**src/rtl/debouncer_mc.sv**
```systemverilog
// Multi-channel button debouncer: 2-flop synchronizer, stability counter,
// registered rise/fall edge pulses and a one-shot long-press pulse per channel.
module debouncer_mc #(
    parameter int unsigned N_CH       = 4,
    parameter int unsigned STABLE_CYC = 4,
    parameter int unsigned HOLD_CYC   = 20
) (
    input  logic            clk,
    input  logic            rstn,
    input  logic [N_CH-1:0] but_i,
    output logic [N_CH-1:0] but_o,
    output logic [N_CH-1:0] rise_o,
    output logic [N_CH-1:0] fall_o,
    output logic [N_CH-1:0] held_o
);

    localparam int unsigned CW = $clog2(STABLE_CYC);
    localparam int unsigned HW = $clog2(HOLD_CYC + 1);

    localparam logic [CW-1:0] STABLE_LAST = CW'(STABLE_CYC - 1);
    localparam logic [HW-1:0] HOLD_MAX    = HW'(HOLD_CYC);
    localparam logic [HW-1:0] HOLD_PRE    = HW'(HOLD_CYC - 1);

    logic [N_CH-1:0] sync1;
    logic [N_CH-1:0] sync2;

    logic [CW-1:0] stab_cnt [N_CH];
    logic [CW-1:0] stab_nxt [N_CH];
    logic [HW-1:0] hold_cnt [N_CH];
    logic [HW-1:0] hold_nxt [N_CH];

    logic [N_CH-1:0] but_nxt;
    logic [N_CH-1:0] rise_nxt;
    logic [N_CH-1:0] fall_nxt;
    logic [N_CH-1:0] held_nxt;

    // Next-state: accept a new level only after it persists STABLE_CYC cycles.
    always_comb begin
        but_nxt  = but_o;
        rise_nxt = '0;
        fall_nxt = '0;
        held_nxt = '0;
        for (int k = 0; k < int'(N_CH); k++) begin
            stab_nxt[k] = stab_cnt[k];
            hold_nxt[k] = hold_cnt[k];

            if (sync2[k] == but_o[k]) begin
                stab_nxt[k] = '0;
            end else if (stab_cnt[k] == STABLE_LAST) begin
                stab_nxt[k] = '0;
                but_nxt[k]  = sync2[k];
                rise_nxt[k] = sync2[k];
                fall_nxt[k] = ~sync2[k];
            end else begin
                stab_nxt[k] = stab_cnt[k] + CW'(1);
            end

            // Long-press counter saturates so held fires once per accepted press.
            if (!but_o[k]) begin
                hold_nxt[k] = '0;
            end else if (hold_cnt[k] != HOLD_MAX) begin
                hold_nxt[k] = hold_cnt[k] + HW'(1);
                held_nxt[k] = (hold_cnt[k] == HOLD_PRE);
            end
        end
    end

    always_ff @(posedge clk) begin
        if (!rstn) begin
            sync1  <= '0;
            sync2  <= '0;
            but_o  <= '0;
            rise_o <= '0;
            fall_o <= '0;
            held_o <= '0;
            for (int k = 0; k < int'(N_CH); k++) begin
                stab_cnt[k] <= '0;
                hold_cnt[k] <= '0;
            end
        end else begin
            sync1  <= but_i;
            sync2  <= sync1;
            but_o  <= but_nxt;
            rise_o <= rise_nxt;
            fall_o <= fall_nxt;
            held_o <= held_nxt;
            for (int k = 0; k < int'(N_CH); k++) begin
                stab_cnt[k] <= stab_nxt[k];
                hold_cnt[k] <= hold_nxt[k];
            end
        end
    end

endmodule

```
**config.mk**
```make
export PLATFORM = sky130hd
export DESIGN_NAME = debouncer_mc
export DESIGN_NICKNAME = d
export VERILOG_FILES = /design/src/rtl/debouncer_mc.sv
export SDC_FILE = /design/constraint.sdc
export NUM_CORES = 1
export LEC_CHECK = 0
export BUFFER_PORTS_ARGS = -buffer_cell sky130_fd_sc_hd__buf_2
export CORE_MARGIN = 1.5
export CORE_UTILIZATION = 55
export DETAILED_ROUTE_END_ITERATION = 7
export GPL_ROUTABILITY_DRIVEN = 0
export PLACE_DENSITY_LB_ADDON = 0.1
export RECOVER_POWER = 50
export SYNTH_ARGS = -nofsm -noshare
export SYNTH_HDL_FRONTEND = slang
export SYNTH_SLANG_ARGS = --single-unit
export TNS_END_PERCENT = 50
```
**constraint.sdc**
```tcl
create_clock -name clk -period 1.7 [get_ports clk]
set_clock_uncertainty 0.2 [all_clocks]
set_input_delay 0.34 -clock clk [delete_from_list [all_inputs] [get_ports clk]]
set_output_delay 0.34 -clock clk [all_outputs]
set_load 0.01 [all_outputs]
```
==> reports/results.ini, run 1 <==
[run_status]
run_status = finished, final reports clean

[critical_path]
path_delay_family = flip-flops
r2r_slack_ns = 0.24
cp-startpoint = but_o[1]
reg2regPathDepth = 5
cp.depth = 1
critPathRequiredTime_ns = 1.16
r2r-end = hold_cnt[3][1]
rr_startpoint = hold_cnt[3][0]
arrival_ns = 0.98
crit_type = reg -> out
critical_path.cell_chain = buf_2
endpoint = but_o[1]
crit_path_start_kind = register
path_buf_inv = 1
slowest_stage = dfxtp_1
critPathMaxFanout = 6
cpPeakStageDelay_ns = 0.46
cp-end-kind = output port

[layout]
drive_gt1_share_pct = 13.94
final_nets = 226
diodes = 0
final_area_sq_um = 2200
fillers = 295
multiInputGateArea_sq_um = 877.1
area_growth_pct = 11.62
instances_no_fill = 254
seqCellArea_sq_um = 1041

[clock_network]
cts.hold.buffers_added = 4
post_cts_buffers = 0
clk_latency_ns = 0.35
cts_tree = done
htree_num_levels = 2
cts.clk_slew.worst_paths_ns = 0.13
cts-root-buf = clkbuf_4
cts_sinks = 52
cts_resized = 0
clockBufferDepth = 2
cts_buffers = 5

[grt]
grt_pass1_wl_mm = 5.030
grt_max_degree = 18
antenna_found_initial = 0
grt_usage_pct = 16.42
first_global_vias = 1239
grt.overflow.total = 0

[drt]
vias_per_cell = 5.134
drtIter0Drc = 51
remaining_drc_errors = 0
antenna_left = 0
dr.pass1.iters = 4
vias = 1304
wl_mm = 3.029
post_drt_wl_per_cell_um = 11.93

[sta]
fin_crit_ns = 1.522
tns_ns = 0
finalSetupViolations = 0
rsz0062_at_grt = false
hold_viol_final = 0
max_freq_mhz = 657.1
slew_headroom_pct = 63.25
period_share_pct = 89.52
drv_slew = 0
whs_ns = 0.2409
worstMarginPinSlew_ns = 0.5512

[placed_design]
dp_hpwl_mm = 2.231
port_buffers = 21
place_inst = 243
place_area_sq_um = 2118

[power_and_ir_drop]
power_density_nw_per_um2 = 804.3
p_leak_nw = 0.8546
peakVddDrop_uv = 479.9
finalPower_mw = 1.769

[synth]
syn_avg_cell_area_sq_um = 11.07
ys_warn_count = 0
syn_area_sq_um = 1971
yosysSeqAreaShare_pct = 52.83
postSynthCellCount = 178
ys_types = 22
ys_seq_elements = 52
syn-num-nets = 196

[floorplan]
die_h_um = 62.86
rows = 21
start_util_pct = 58.14
design.die.area_sq_um = 3951
pin_count = 22
chipWidth_um = 62.86
fp.coreArea_sq_um = 3390

[flow_run]
drv_cap = 0

[min_path]
hp-class = reg -> reg

==> layout by cell type (no fill, tap or decap), drive strengths merged <==
master | synthesis | layout
buf | 1 | 20
a31oi | 4 | 4
ha | 12 | 12
and2 | 8 | 8
nor4bb | 1 | 1
nand2 | 7 | 7
nor3b | 11 | 11
nand4b | 4 | 4
nor2 | 12 | 12
and4bb | 3 | 3
nor4b | 8 | 8
xor2 | 8 | 8
xnor2 | 8 | 8
dlygate4sd3 | 0 | 4
dfxtp | 52 | 52
mux2i | 8 | 8
clkinv | 0 | 1
clkbuf | 2 | 8
nand3 | 8 | 8
nor2b | 4 | 4
and4b | 1 | 1
inv | 8 | 8
nand2b | 8 | 8
==> sequential cells by signal, indices dropped and copies added, names as in the netlist <==
signal and count:
hold_cnt 20, fall_o 4, but_o 4, held_o 4, rise_o 4, sync1 4
stab_cnt 8, sync2 4
==> logic make-up (layout without fill, tap and decap cells) <==
family | after synthesis | after routing | share of synthesized area (%)
simple gates | 75 | 75 | 24.44
flops | 52 | 52 | 52.83
xor+xnor | 16 | 16 | 7.111
fa+ha+maj | 12 | 12 | 7.619
buf+inv | 11 | 41 | 2.667
mux | 8 | 8 | 4.064
compound gates | 4 | 4 | 1.270
==> per-layer routing <==
metal	GRT usage [%]	vias to the layer above	share of wire [%]	wire (um)
met3	5.946	7	3.0	92
met1	16.36	612	43	1317
met5	0	-	0	0
met2	30.45	17	52	1560
met4	6.667	0	1.9	58
li1	-	668	-	-
==> per-stage QoR <==
stage / worst slack (ns) / utilization (%)
2_1_floorplan: 0.4014 / -
3_5_place_dp: 0.2448 / 62.50
3_3_place_gp: 0.3417 / 62.50
5_1_grt: 0.09727 / 64.89
4_1_cts: 0.1560 / 65.04
6_report: 0.1782 / 64.89
==> cells in the mapped netlist <==
| master | instances | area, sq um |
|---|---|---|
| a31oi_1 | 4 | 25.02 |
| and2_1 | 8 | 50.05 |
| and4b_1 | 1 | 10.01 |
| and4bb_2 | 3 | 37.54 |
| buf_6 | 1 | 11.26 |
| clkbuf_1 | 1 | 3.750 |
| clkbuf_4 | 1 | 7.510 |
| dfxtp_1 | 52 | 1041 |
| ha_1 | 12 | 150.1 |
| inv_1 | 8 | 30.03 |
| mux2i_1 | 8 | 80.08 |
| nand2_1 | 7 | 26.28 |
| nand2b_1 | 8 | 50.05 |
| nand3_1 | 8 | 40.04 |
| nand4b_1 | 4 | 35.03 |
| nor2_1 | 12 | 45.04 |
| nor2b_1 | 4 | 25.02 |
| nor3b_1 | 11 | 82.58 |
| nor4b_1 | 8 | 70.07 |
| nor4bb_1 | 1 | 10.01 |
| xnor2_1 | 8 | 70.07 |
| xor2_1 | 8 | 70.07 |
==> power breakdown <==
group,switching [mW],leakage (nW),internal (mW)
clock,0.342,0.0281,0.153
sequential,0.00660,0.421,1.23
combinational,0.0145,0.406,0.0225
total,0.363,0.855,1.41
==> worst min-delay path by stage <==
stage                         startpoint        endpoint  slack [ns]  cells past startpoint
after floorplan           stab_cnt[1][0]  stab_cnt[1][0]        0.21                      1
after global placement    stab_cnt[3][0]  stab_cnt[3][0]        0.21                      1
after detailed placement        sync1[2]        sync2[2]        0.22                      1
after CTS                           rstn        but_o[3]        0.14                      2
after global routing      stab_cnt[1][0]  stab_cnt[1][0]        0.27                      1
final                     stab_cnt[1][0]  stab_cnt[1][0]        0.24                      1
==> cell type report <==
| cell class | count | share of cell area (%) |
|---|---|---|
| timing repair buffer | 26 | 6.712 |
| multi-input combinational | 115 | 39.87 |
| inverter | 8 | 1.365 |
| clock inverter | 1 | 0.2275 |
| tap | 46 | 2.617 |
| sequential | 52 | 47.33 |
| clock buffer | 6 | 1.877 |
Note: power is estimated with default switching activity, not from simulation.
==> inputs of run 2 (changes only) <==
--- a/config.mk
+++ b/config.mk
@@ -10,2 +10,3 @@
 export CORE_UTILIZATION = 55
+export CTS_BUF_LIST = sky130_fd_sc_hd__clkbuf_4
 export DETAILED_ROUTE_END_ITERATION = 7
--- a/constraint.sdc
+++ b/constraint.sdc
@@ -4,2 +4,2 @@
 set_output_delay 0.34 -clock clk [all_outputs]
-set_load 0.01 [all_outputs]
+set_load 0.1 [all_outputs]
==> reports/results.ini, run 2 (same netlist as run 1, synthesis figures left out) <==
[power_and_ir_drop]
internal_power_mw = 1.859
peakVddDrop_uv = 627.8
combPwrFrac_pct = 1.7
power.switching_mw = 0.3917
clkPwrFrac_pct = 43.4
power_density_nw_per_um2 = 974.8
p_sw_share_pct = 17.40
seq_power_share_pct = 55.0
p_leak_nw = 0.8889
finalPower_mw = 2.250

[min_path]
hp-start = stab_cnt[1][0]
hp-class = reg -> reg

[critical_path]
critical_path.cell_chain = buf_2
path_delay_family = buffers and inverters
path_buf_inv = 1
critPathMaxFanout = 1
cp-end-kind = output port
cpPeakStageDelay_ns = 0.42
rr_startpoint = hold_cnt[0][0]
critPathRequiredTime_ns = 1.16
cp-startpoint = fall_o[0]
arrival_ns = 1.12
crit_path_start_kind = register
slowest_stage = buf_2
crit_type = reg -> out

[layout]
fin_util_pct = 68.11
drive_gt1_share_pct = 16.75
final_common_cell = dfxtp_1
largest_reg_flops = 20
instances_no_fill = 255
reg_top3 = hold_cnt (20), stab_cnt (8)
diodes = 0
final_cell_mix = dfxtp_1 (48), nor2_1 (12), ha_1 (12)
final_nets = 226
top_register = hold_cnt
area_growth_pct = 17.14

[sta]
period_share_pct = 97.59
fin_crit_ns = 1.659
worstMarginPinSlew_ns = 0.5953
tns_ns = 0
slew_headroom_pct = 60.31
finalSetupViolations = 0
drv_slew = 0
hold_viol_final = 0
max_freq_mhz = 602.8
rsz0062_at_grt = false

[floorplan]
design.die.area_sq_um = 3951
rows = 21
fp.coreArea_sq_um = 3390
start_util_pct = 58.14
chipWidth_um = 62.86
die_h_um = 62.86
pin_count = 22

[drt]
dr.pass1.iters = 4
post_drt_wl_per_cell_um = 11.49
wl_mm = 2.931
vias = 1305
vias_per_cell = 5.118
remaining_drc_errors = 0
drtIter0Drc = 66
antenna_left = 0

[clock_network]
htree_num_levels = 2
clk_latency_ns = 0.36
cts-root-buf = clkbuf_4
cts_tree = done
cts.clk_slew.worst_paths_ns = 0.14
cts_sinks = 52
clockBufferDepth = 2
cts_buffers = 5
post_cts_buffers = 0

[placed_design]
place_inst = 243
port_buffers = 21
dp_hpwl_mm = 2.081

[grt]
first_global_vias = 1283
grt_usage_pct = 16.44
grt_max_degree = 18
grt.overflow.total = 0
grt_pass1_wl_mm = 5.188
antenna_found_initial = 0

[flow_run]
drv_cap = 0

[run_status]
run_status = finished, final reports clean

[run 2: changes by cell type in the layout (fill, tap and decap cells not counted), moves of 3 or more]
cell       before  now
buf_2          20   11
buf_4           0    4
bufinv_16       0    3
clkbuf_4        5   10
dfxtp_1        52   48
dfxtp_2         0    4
[run 2: worst reg2reg max path, cell delays in order (launching register included)]
cell,delay (ns)
dfxtp_1,0.42
inv_1,0.06
ha_1,0.20
nand4b_1,0.19
mux2i_1,0.24
nor2_1,0.06
[run 2: power by group through the flow]
stage / registers [mW] / clock network, mW / logic (mW)
4_1_cts: 1.24 / 0.995 / 0.0392
5_1_grt: 1.24 / 1.04 / 0.0424
2_1_floorplan: 1.26 / 0 / 0.0247
6_report: 1.24 / 0.976 / 0.0373
3_5_place_dp: 1.26 / 0 / 0.0320
3_3_place_gp: 1.26 / 0 / 0.0304
[run 2: area by class of cell]
| cell class | count | area [sq um] |
|---|---|---|
| fill | 269 | 1081 |
| sequential | 52 | 1046 |
| multi-input combinational | 115 | 877.1 |
| timing repair buffer | 26 | 170.2 |
| clock inverter | 3 | 90.09 |
| tap | 46 | 57.56 |
| clock buffer | 5 | 37.54 |
| inverter | 8 | 30.03 |
[run 2: worst paths after layout]
check        slack [ns]  cells after the start              to
max reg2reg        0.24                      5  hold_cnt[0][1]
min reg2reg        0.25                      1  stab_cnt[1][0]
max                0.04                      1       fall_o[0]
min                0.25                      1  stab_cnt[1][0]
[run 2: repair_timing]
| action | in CTS | in global routing |
|---|---|---|
| setup endpoints to repair | 4 | 5 |
| hold buffers | 4 | 0 |
| pin swaps | 0 | 0 |
| gates resized for setup | 4 | 5 |
| endpoints found under the hold margin | 4 | 0 |
[run 2: metrics by stage]
step	hold WS, ns	instance area [sq um]	setup WS, ns
global placement	0.2117	2123	0.3012
global route	0.2661	2308	0.001491
finish	0.2455	2308	0.04096
floorplan	0.2051	1976	0.2462
detailed placement	0.2193	2123	0.2624
CTS	0.1340	2301	0.01117
[run 2: per-layer routing]
layer	GRT usage [%]	vias up	wire [um]
li1	-	665	-
met1	17.80	615	1319
met2	29.39	21	1463
met3	5.766	4	116
met4	5.833	0	32
met5	0	-	0
